### config.mk
export PLATFORM = sky130hd
export DESIGN_NAME = barrel_shift_pipe_flat
export DESIGN_NICKNAME = d
export VERILOG_FILES = /design/src/rtl/barrel_shift_pipe_if.sv /design/src/rtl/barrel_shift_pipe.sv /design/src/flat_wrapper.sv
export SDC_FILE = /design/constraint.sdc
export NUM_CORES = 1
export LEC_CHECK = 0
export CORE_MARGIN = 2
export CORE_UTILIZATION = 40
export CTS_CLUSTER_SIZE = 10
export DETAILED_ROUTE_END_ITERATION = 8
export HOLD_SLACK_MARGIN = 0.02
export PLACE_DENSITY_LB_ADDON = 0.3
export SLEW_MARGIN = 0
export SYNTH_ARGS = -nofsm -noshare
export SYNTH_HDL_FRONTEND = slang
export SYNTH_SLANG_ARGS = --single-unit
export TNS_END_PERCENT = 1
### constraint.sdc
create_clock -name i_clk -period 3.43 [get_ports i_clk]
set_input_delay 0.686 -clock i_clk [delete_from_list [all_inputs] [get_ports i_clk]]
set_output_delay 0.686 -clock i_clk [all_outputs]
set_load 0.01 [all_outputs]
### src/rtl/barrel_shift_pipe_if.sv
// Stream bundle for barrel_shift_pipe: operation request in, shifted result out.
// Signal names are from the shifter's point of view; the slave modport is the shifter.
interface barrel_shift_pipe_if #(
  parameter int BIT = 8
);
  localparam int SH = $clog2(BIT);

  logic           i_valid;
  logic           o_ready;
  logic [BIT-1:0] i_data;
  logic [1:0]     i_mode;
  logic [SH-1:0]  i_shifter;
  logic           o_valid;
  logic           i_ready;
  logic [BIT-1:0] o_data;

  modport slave (
    input  i_valid, i_data, i_mode, i_shifter, i_ready,
    output o_ready, o_valid, o_data
  );

  modport master (
    output i_valid, i_data, i_mode, i_shifter, i_ready,
    input  o_ready, o_valid, o_data
  );
endinterface

### src/rtl/barrel_shift_pipe.sv
// Pipelined barrel shifter/rotator (ROL/ROR/SLL/SRL), one stage per amount bit, MSB step first.
// Optional BARREL_SHIFT_PIPE_SKID_EN puts a registered-ready skid buffer in front of stage 0.
module barrel_shift_pipe #(
  parameter int BIT = 8
) (
  input  logic                 i_clk,
  input  logic                 i_rstn,
  barrel_shift_pipe_if.slave   io_bus
);
  localparam int SH = $clog2(BIT);

  localparam logic [1:0] MODE_ROL = 2'b00;
  localparam logic [1:0] MODE_ROR = 2'b01;
  localparam logic [1:0] MODE_SLL = 2'b10;

  // Rotates use a doubled word so the wrapped bits fall out of a plain shift.
  function automatic logic [BIT-1:0] f_step(input logic [BIT-1:0] d,
                                            input logic [1:0]     m,
                                            input int             s);
    logic [2*BIT-1:0] w_dbl;
    w_dbl = {d, d};
    case (m)
      MODE_ROL: begin
        w_dbl  = w_dbl << s;
        f_step = w_dbl[2*BIT-1:BIT];
      end
      MODE_ROR: begin
        w_dbl  = w_dbl >> s;
        f_step = w_dbl[BIT-1:0];
      end
      MODE_SLL: f_step = d << s;
      default:  f_step = d >> s;
    endcase
  endfunction

  logic [SH:0]    w_ready;
  logic           w_in_valid [SH];
  logic [BIT-1:0] w_in_data  [SH];
  logic [1:0]     w_in_mode  [SH];
  logic [SH-1:0]  w_in_amt   [SH];

  logic           w_src_valid;
  logic [BIT-1:0] w_src_data;
  logic [1:0]     w_src_mode;
  logic [SH-1:0]  w_src_amt;

  assign w_ready[SH]   = io_bus.i_ready;
  assign w_in_valid[0] = w_src_valid;
  assign w_in_data[0]  = w_src_data;
  assign w_in_mode[0]  = w_src_mode;
  assign w_in_amt[0]   = w_src_amt;

  genvar gi;
  generate
    for (gi = 0; gi < SH; gi++) begin : g_stage
      localparam int BSEL = SH - 1 - gi;
      localparam int STEP = 1 << BSEL;

      logic           r_valid;
      logic [BIT-1:0] r_data;
      logic [BIT-1:0] w_next;

      assign w_next      = w_in_amt[gi][BSEL] ? f_step(w_in_data[gi], w_in_mode[gi], STEP)
                                              : w_in_data[gi];
      assign w_ready[gi] = !r_valid || w_ready[gi+1];

      always_ff @(posedge i_clk or negedge i_rstn) begin
        if (!i_rstn) begin
          r_valid <= 1'b0;
          r_data  <= '0;
        end else if (w_ready[gi]) begin
          r_valid <= w_in_valid[gi];
          r_data  <= w_next;
        end
      end

      if (gi < SH - 1) begin : g_fwd
        logic [1:0]    r_mode;
        logic [SH-1:0] r_amt;

        always_ff @(posedge i_clk or negedge i_rstn) begin
          if (!i_rstn) begin
            r_mode <= '0;
            r_amt  <= '0;
          end else if (w_ready[gi]) begin
            r_mode <= w_in_mode[gi];
            r_amt  <= w_in_amt[gi];
          end
        end

        assign w_in_valid[gi+1] = r_valid;
        assign w_in_data[gi+1]  = r_data;
        assign w_in_mode[gi+1]  = r_mode;
        assign w_in_amt[gi+1]   = r_amt;
      end else begin : g_last
        assign io_bus.o_valid = r_valid;
        assign io_bus.o_data  = r_data;
      end
    end
  endgenerate

`ifdef BARREL_SHIFT_PIPE_SKID_EN
  logic [1:0]     r_sk_cnt;
  logic [1:0]     w_sk_cnt_next;
  logic           r_o_ready;
  logic [BIT-1:0] r_sk_data [2];
  logic [1:0]     r_sk_mode [2];
  logic [SH-1:0]  r_sk_amt  [2];
  logic           w_push;
  logic           w_bypass;
  logic           w_pop;
  logic           w_enq;
  logic           w_wr_idx;

  assign w_push        = io_bus.i_valid && r_o_ready;
  assign w_bypass      = (r_sk_cnt == 2'd0);
  assign w_pop         = !w_bypass && w_ready[0];
  assign w_enq         = w_push && !(w_bypass && w_ready[0]);
  assign w_wr_idx      = (r_sk_cnt == 2'd1) && !w_pop;
  assign w_sk_cnt_next = r_sk_cnt + {1'b0, w_enq} - {1'b0, w_pop};

  // An empty skid forwards the request straight into stage 0, keeping latency at SH.
  assign w_src_valid = w_bypass ? w_push         : 1'b1;
  assign w_src_data  = w_bypass ? io_bus.i_data    : r_sk_data[0];
  assign w_src_mode  = w_bypass ? io_bus.i_mode    : r_sk_mode[0];
  assign w_src_amt   = w_bypass ? io_bus.i_shifter : r_sk_amt[0];

  assign io_bus.o_ready = r_o_ready;

  // Ready is taken from the next occupancy, so it closes once one request is parked.
  always_ff @(posedge i_clk or negedge i_rstn) begin
    if (!i_rstn) begin
      r_sk_cnt  <= '0;
      r_o_ready <= 1'b0;
      for (int i = 0; i < 2; i++) begin
        r_sk_data[i] <= '0;
        r_sk_mode[i] <= '0;
        r_sk_amt[i]  <= '0;
      end
    end else begin
      r_sk_cnt  <= w_sk_cnt_next;
      r_o_ready <= (w_sk_cnt_next == 2'd0);
      if (w_pop) begin
        r_sk_data[0] <= r_sk_data[1];
        r_sk_mode[0] <= r_sk_mode[1];
        r_sk_amt[0]  <= r_sk_amt[1];
      end
      if (w_enq) begin
        r_sk_data[w_wr_idx] <= io_bus.i_data;
        r_sk_mode[w_wr_idx] <= io_bus.i_mode;
        r_sk_amt[w_wr_idx]  <= io_bus.i_shifter;
      end
    end
  end
`else
  assign w_src_valid    = io_bus.i_valid;
  assign w_src_data     = io_bus.i_data;
  assign w_src_mode     = io_bus.i_mode;
  assign w_src_amt      = io_bus.i_shifter;
  assign io_bus.o_ready = w_ready[0] && i_rstn;
`endif

endmodule

### src/flat_wrapper.sv
// flat-port wrapper written by rule: the top's interface ports become plain ports
module barrel_shift_pipe_flat 
#(
  parameter int BIT = 8
)
  (i_clk, i_rstn, io_bus_i_valid, io_bus_i_data, io_bus_i_mode, io_bus_i_shifter, io_bus_i_ready, io_bus_o_ready, io_bus_o_valid, io_bus_o_data);
  barrel_shift_pipe_if #(.BIT(BIT)) io_bus_i ();
  input  logic i_clk;
  input  logic i_rstn;
  input wire logic [$bits(io_bus_i.i_valid)-1:0] io_bus_i_valid;
  input wire logic [$bits(io_bus_i.i_data)-1:0] io_bus_i_data;
  input wire logic [$bits(io_bus_i.i_mode)-1:0] io_bus_i_mode;
  input wire logic [$bits(io_bus_i.i_shifter)-1:0] io_bus_i_shifter;
  input wire logic [$bits(io_bus_i.i_ready)-1:0] io_bus_i_ready;
  output wire logic [$bits(io_bus_i.o_ready)-1:0] io_bus_o_ready;
  output wire logic [$bits(io_bus_i.o_valid)-1:0] io_bus_o_valid;
  output wire logic [$bits(io_bus_i.o_data)-1:0] io_bus_o_data;
  assign io_bus_i.i_valid = io_bus_i_valid;
  assign io_bus_i.i_data = io_bus_i_data;
  assign io_bus_i.i_mode = io_bus_i_mode;
  assign io_bus_i.i_shifter = io_bus_i_shifter;
  assign io_bus_i.i_ready = io_bus_i_ready;
  assign io_bus_o_ready = io_bus_i.o_ready;
  assign io_bus_o_valid = io_bus_i.o_valid;
  assign io_bus_o_data = io_bus_i.o_data;
  barrel_shift_pipe #(.BIT(BIT)) u_core (.i_clk(i_clk), .i_rstn(i_rstn), .io_bus(io_bus_i));
endmodule
==> impl_metrics.tcl <==
set metrics [dict create \
    status "finished, final reports clean" \
    grt_pass1_vias 1255 \
    synth.distinct_cells 32 \
    reg2reg_slack_ns 1.86 \
    numCtsBuffers 5 \
    finalSetupViolations 0 \
    ioPinCount 27 \
    arrival_ns 1.99 \
    synth.area.top_cells "dfrtp_1 (48%), nor2_1 (5.7%), mux2i_1 (5.7%)" \
    final_cell_mix "dfrtp_1 (34), nor2_1 (27), clkdlybuf4s50_1 (26)" \
    slew_headroom_pct 43.2 \
    drive_gt1_share_pct 9.95 \
    met3_length_um 150 \
    layout.cells.non_filler 243 \
    wl_met1_um 1430 \
    die_area_um2 4960 \
    yosys.area.top_type "dfrtp_1" \
    vdd_drop_max_v 0.000189 \
    num_rows 24 \
    antenna_found_initial 0 \
    layout_worst_path_cycle_share_pct 78.1 \
    criticalPathCategory "input port to output pin" \
    final_common_cell "dfrtp_1" \
    wl_met2_um 1550 \
    syn-cell-area_um2 1770 \
    yosys_warnings 0 \
    cts_resized 0 \
    die_h_um 70.4 \
    multi_input_area_um2 811 \
    finalMaxSlewViolations 0 \
    drv_cap 0 \
    synth-seq-area-share_pct 48.2 \
    hold_violations 0 \
    grt_pass1_wl_um 5660 \
    drtIter0Drc 78 \
    antenna_left 0 \
    synth_nets 184 \
    n_antenna_cell 0 \
    grt-ovfl-total 0 \
    worst_pin_slew_ns 0.853 \
    ys_ff_latch 34 \
    avgSynthCellArea_um2 10.6 \
    rsz0062_at_grt "no" \
    wire_per_inst_um 13.1 \
    fin_nets 208 \
    dp_hpwl_um 2390 \
    fin_setup_tns_ns 0 \
    cp_top_family "buffers and inverters" \
    postRouteWirelength_um 3180 \
    startpoint "io_bus_i_ready" \
    place_ws_ns 0.757 \
    numPortBuffers 26 \
    synthToLayoutAreaGrowth_pct 19.0 \
    dp.cells 236 \
    p_per_area_nw_per_um2 538 \
    end_kind "output pin" \
    critPathSlowestCell "clkdlybuf4s50_1" \
    root_buffer "clkbuf_8" \
    grt_max_degree 35 \
    final_util_pct 48.9 \
    top_layer_used "met4" \
    core_area_um2 4290 \
    clock_latency_ns 0.28 \
    layout_setup_ws_ns 0.752 \
    critical_path_buf_inv_count 2 \
    synthCells 167 \
    hp-start "u_core.g_stage[0].r_valid" \
    clock_sink_count 34 \
    place.gp.congestion 0.751 \
    die_x_um 70.4 \
    fill_cells 390 \
    worstSetupStartpointType "input port" \
    hold_path.class "flip-flop to flip-flop" \
    hold_buffers 0 \
    via_count 1276 \
    regToRegStartpoint "u_core.io_bus.o_valid" \
    leakagePower_nw 0.934 \
    path_clk_slew_ns 0.06 \
    grt_use_total_pct 14.5 \
    initial_core_util_pct 41.1 \
    fin_skew_ns 0.00360 \
    post_cts_buffers 0 \
    fmax_mhz 373 \
    firstDrtPassIters 4 \
    via_per_inst 5.25 \
    slowest_delay_ns 0.54 \
    final-seq-area_um2 851 \
    finalPower_w 0.00113 \
    crit_chain "clkdlybuf4s50_1 -> nand4b_1 -> and2_1 -> clkdlybuf4s50_1" \
    htree_num_levels 2 \
    clk_path_buf_depth 2 \
    critical_path_required_ns 2.74 \
    synth_top_area_share_pct 48.2 \
    cp_common_cell "clkdlybuf4s50_1" \
    cts_tree "built" \
    drcViolationCount 0 \
    period_needed_ns 2.68 \
    worst-path-max-fanout 3 \
]
synth_stat cells, drive strengths merged:
cell type and count:
and2 1, inv 4, nand4b 1, and2b 1
a21oi 8, a21boi 1, dfrtp 34, a211oi 10
clkbuf 1, nand3b 2, o211ai 4, or2 2
a31oi 4, mux2 6, a21o 12, o21ai 1
and3b 1, o221ai 1, a221oi 3, nand2 5
buf 11, a311oi 2, nor2 27, o31ai 3
mux2i 10, nor2b 4, a22o 1, nand2b 7
final timing paths:
kind                                                endpoint  cells after the start
setup / recovery                              io_bus_o_ready                      4
hold / removal                     u_core.g_stage[1].r_valid                      1
setup reg to reg           u_core.g_stage[1].g_fwd.r_mode[1]                      2
hold reg to reg                    u_core.g_stage[1].r_valid                      1
max in group asynchronous          u_core.g_stage[0].r_valid                      2
min in group asynchronous            u_core.io_bus.o_data[6]                      2
power by group:
group | switching, W | internal [W]
logic | 0.000120 | 0.000176
clock network | 0.000131 | 0.000139
registers | 0.0000859 | 0.000478
total | 0.000337 | 0.000794
worst register-to-register path: stages, from the launching register on:
cell	delay [ns]
dfrtp_1	0.37
and3b_1	0.73
mux2_4	0.35
through the flow:
stage | area [µm²] | hold slack [ns]
after global placement | 2020 | 0.451
after detailed placement | 2020 | 0.462
final | 2100 | 0.474
after CTS | 2100 | 0.478
after global routing | 2100 | 0.493
after floorplan | 1770 | 0.390
layer usage:
metal,up-vias,global-route usage [%]
li1,642,-
met1,604,17.3
met2,24,24.1
met3,6,5.19
met4,0,5.13
met5,-,0
kinds of logic after synthesis:
logic type,Yosys count,synth area share (%)
compound gates,50,21.8
mux,16,10.1
buf+inv,16,5.88
flops,34,48.2
simple gates,51,14.0
sequential cells by signal, indices dropped and copies added (netlist names):
register and count:
u_core.g_stage.g_fwd.r_amt 3, u_core.g_stage.g_fwd.r_mode 4, u_core.g_stage.r_data 16, u_core.g_stage.r_valid 2, u_core.io_bus.o_data 8, u_core.io_bus.o_valid 1
area by class of cell:
| cell class | instances | share of cell area, % |
|---|---|---|
| Clock buffer | 7 | 3.63 |
| Inverter | 4 | 0.715 |
| Multi-Input combinational cell | 117 | 38.6 |
| Sequential cell | 34 | 40.5 |
| Tap cell | 52 | 3.10 |
| Timing Repair Buffer | 29 | 13.5 |
Note: power is estimated with default switching activity, not from simulation.
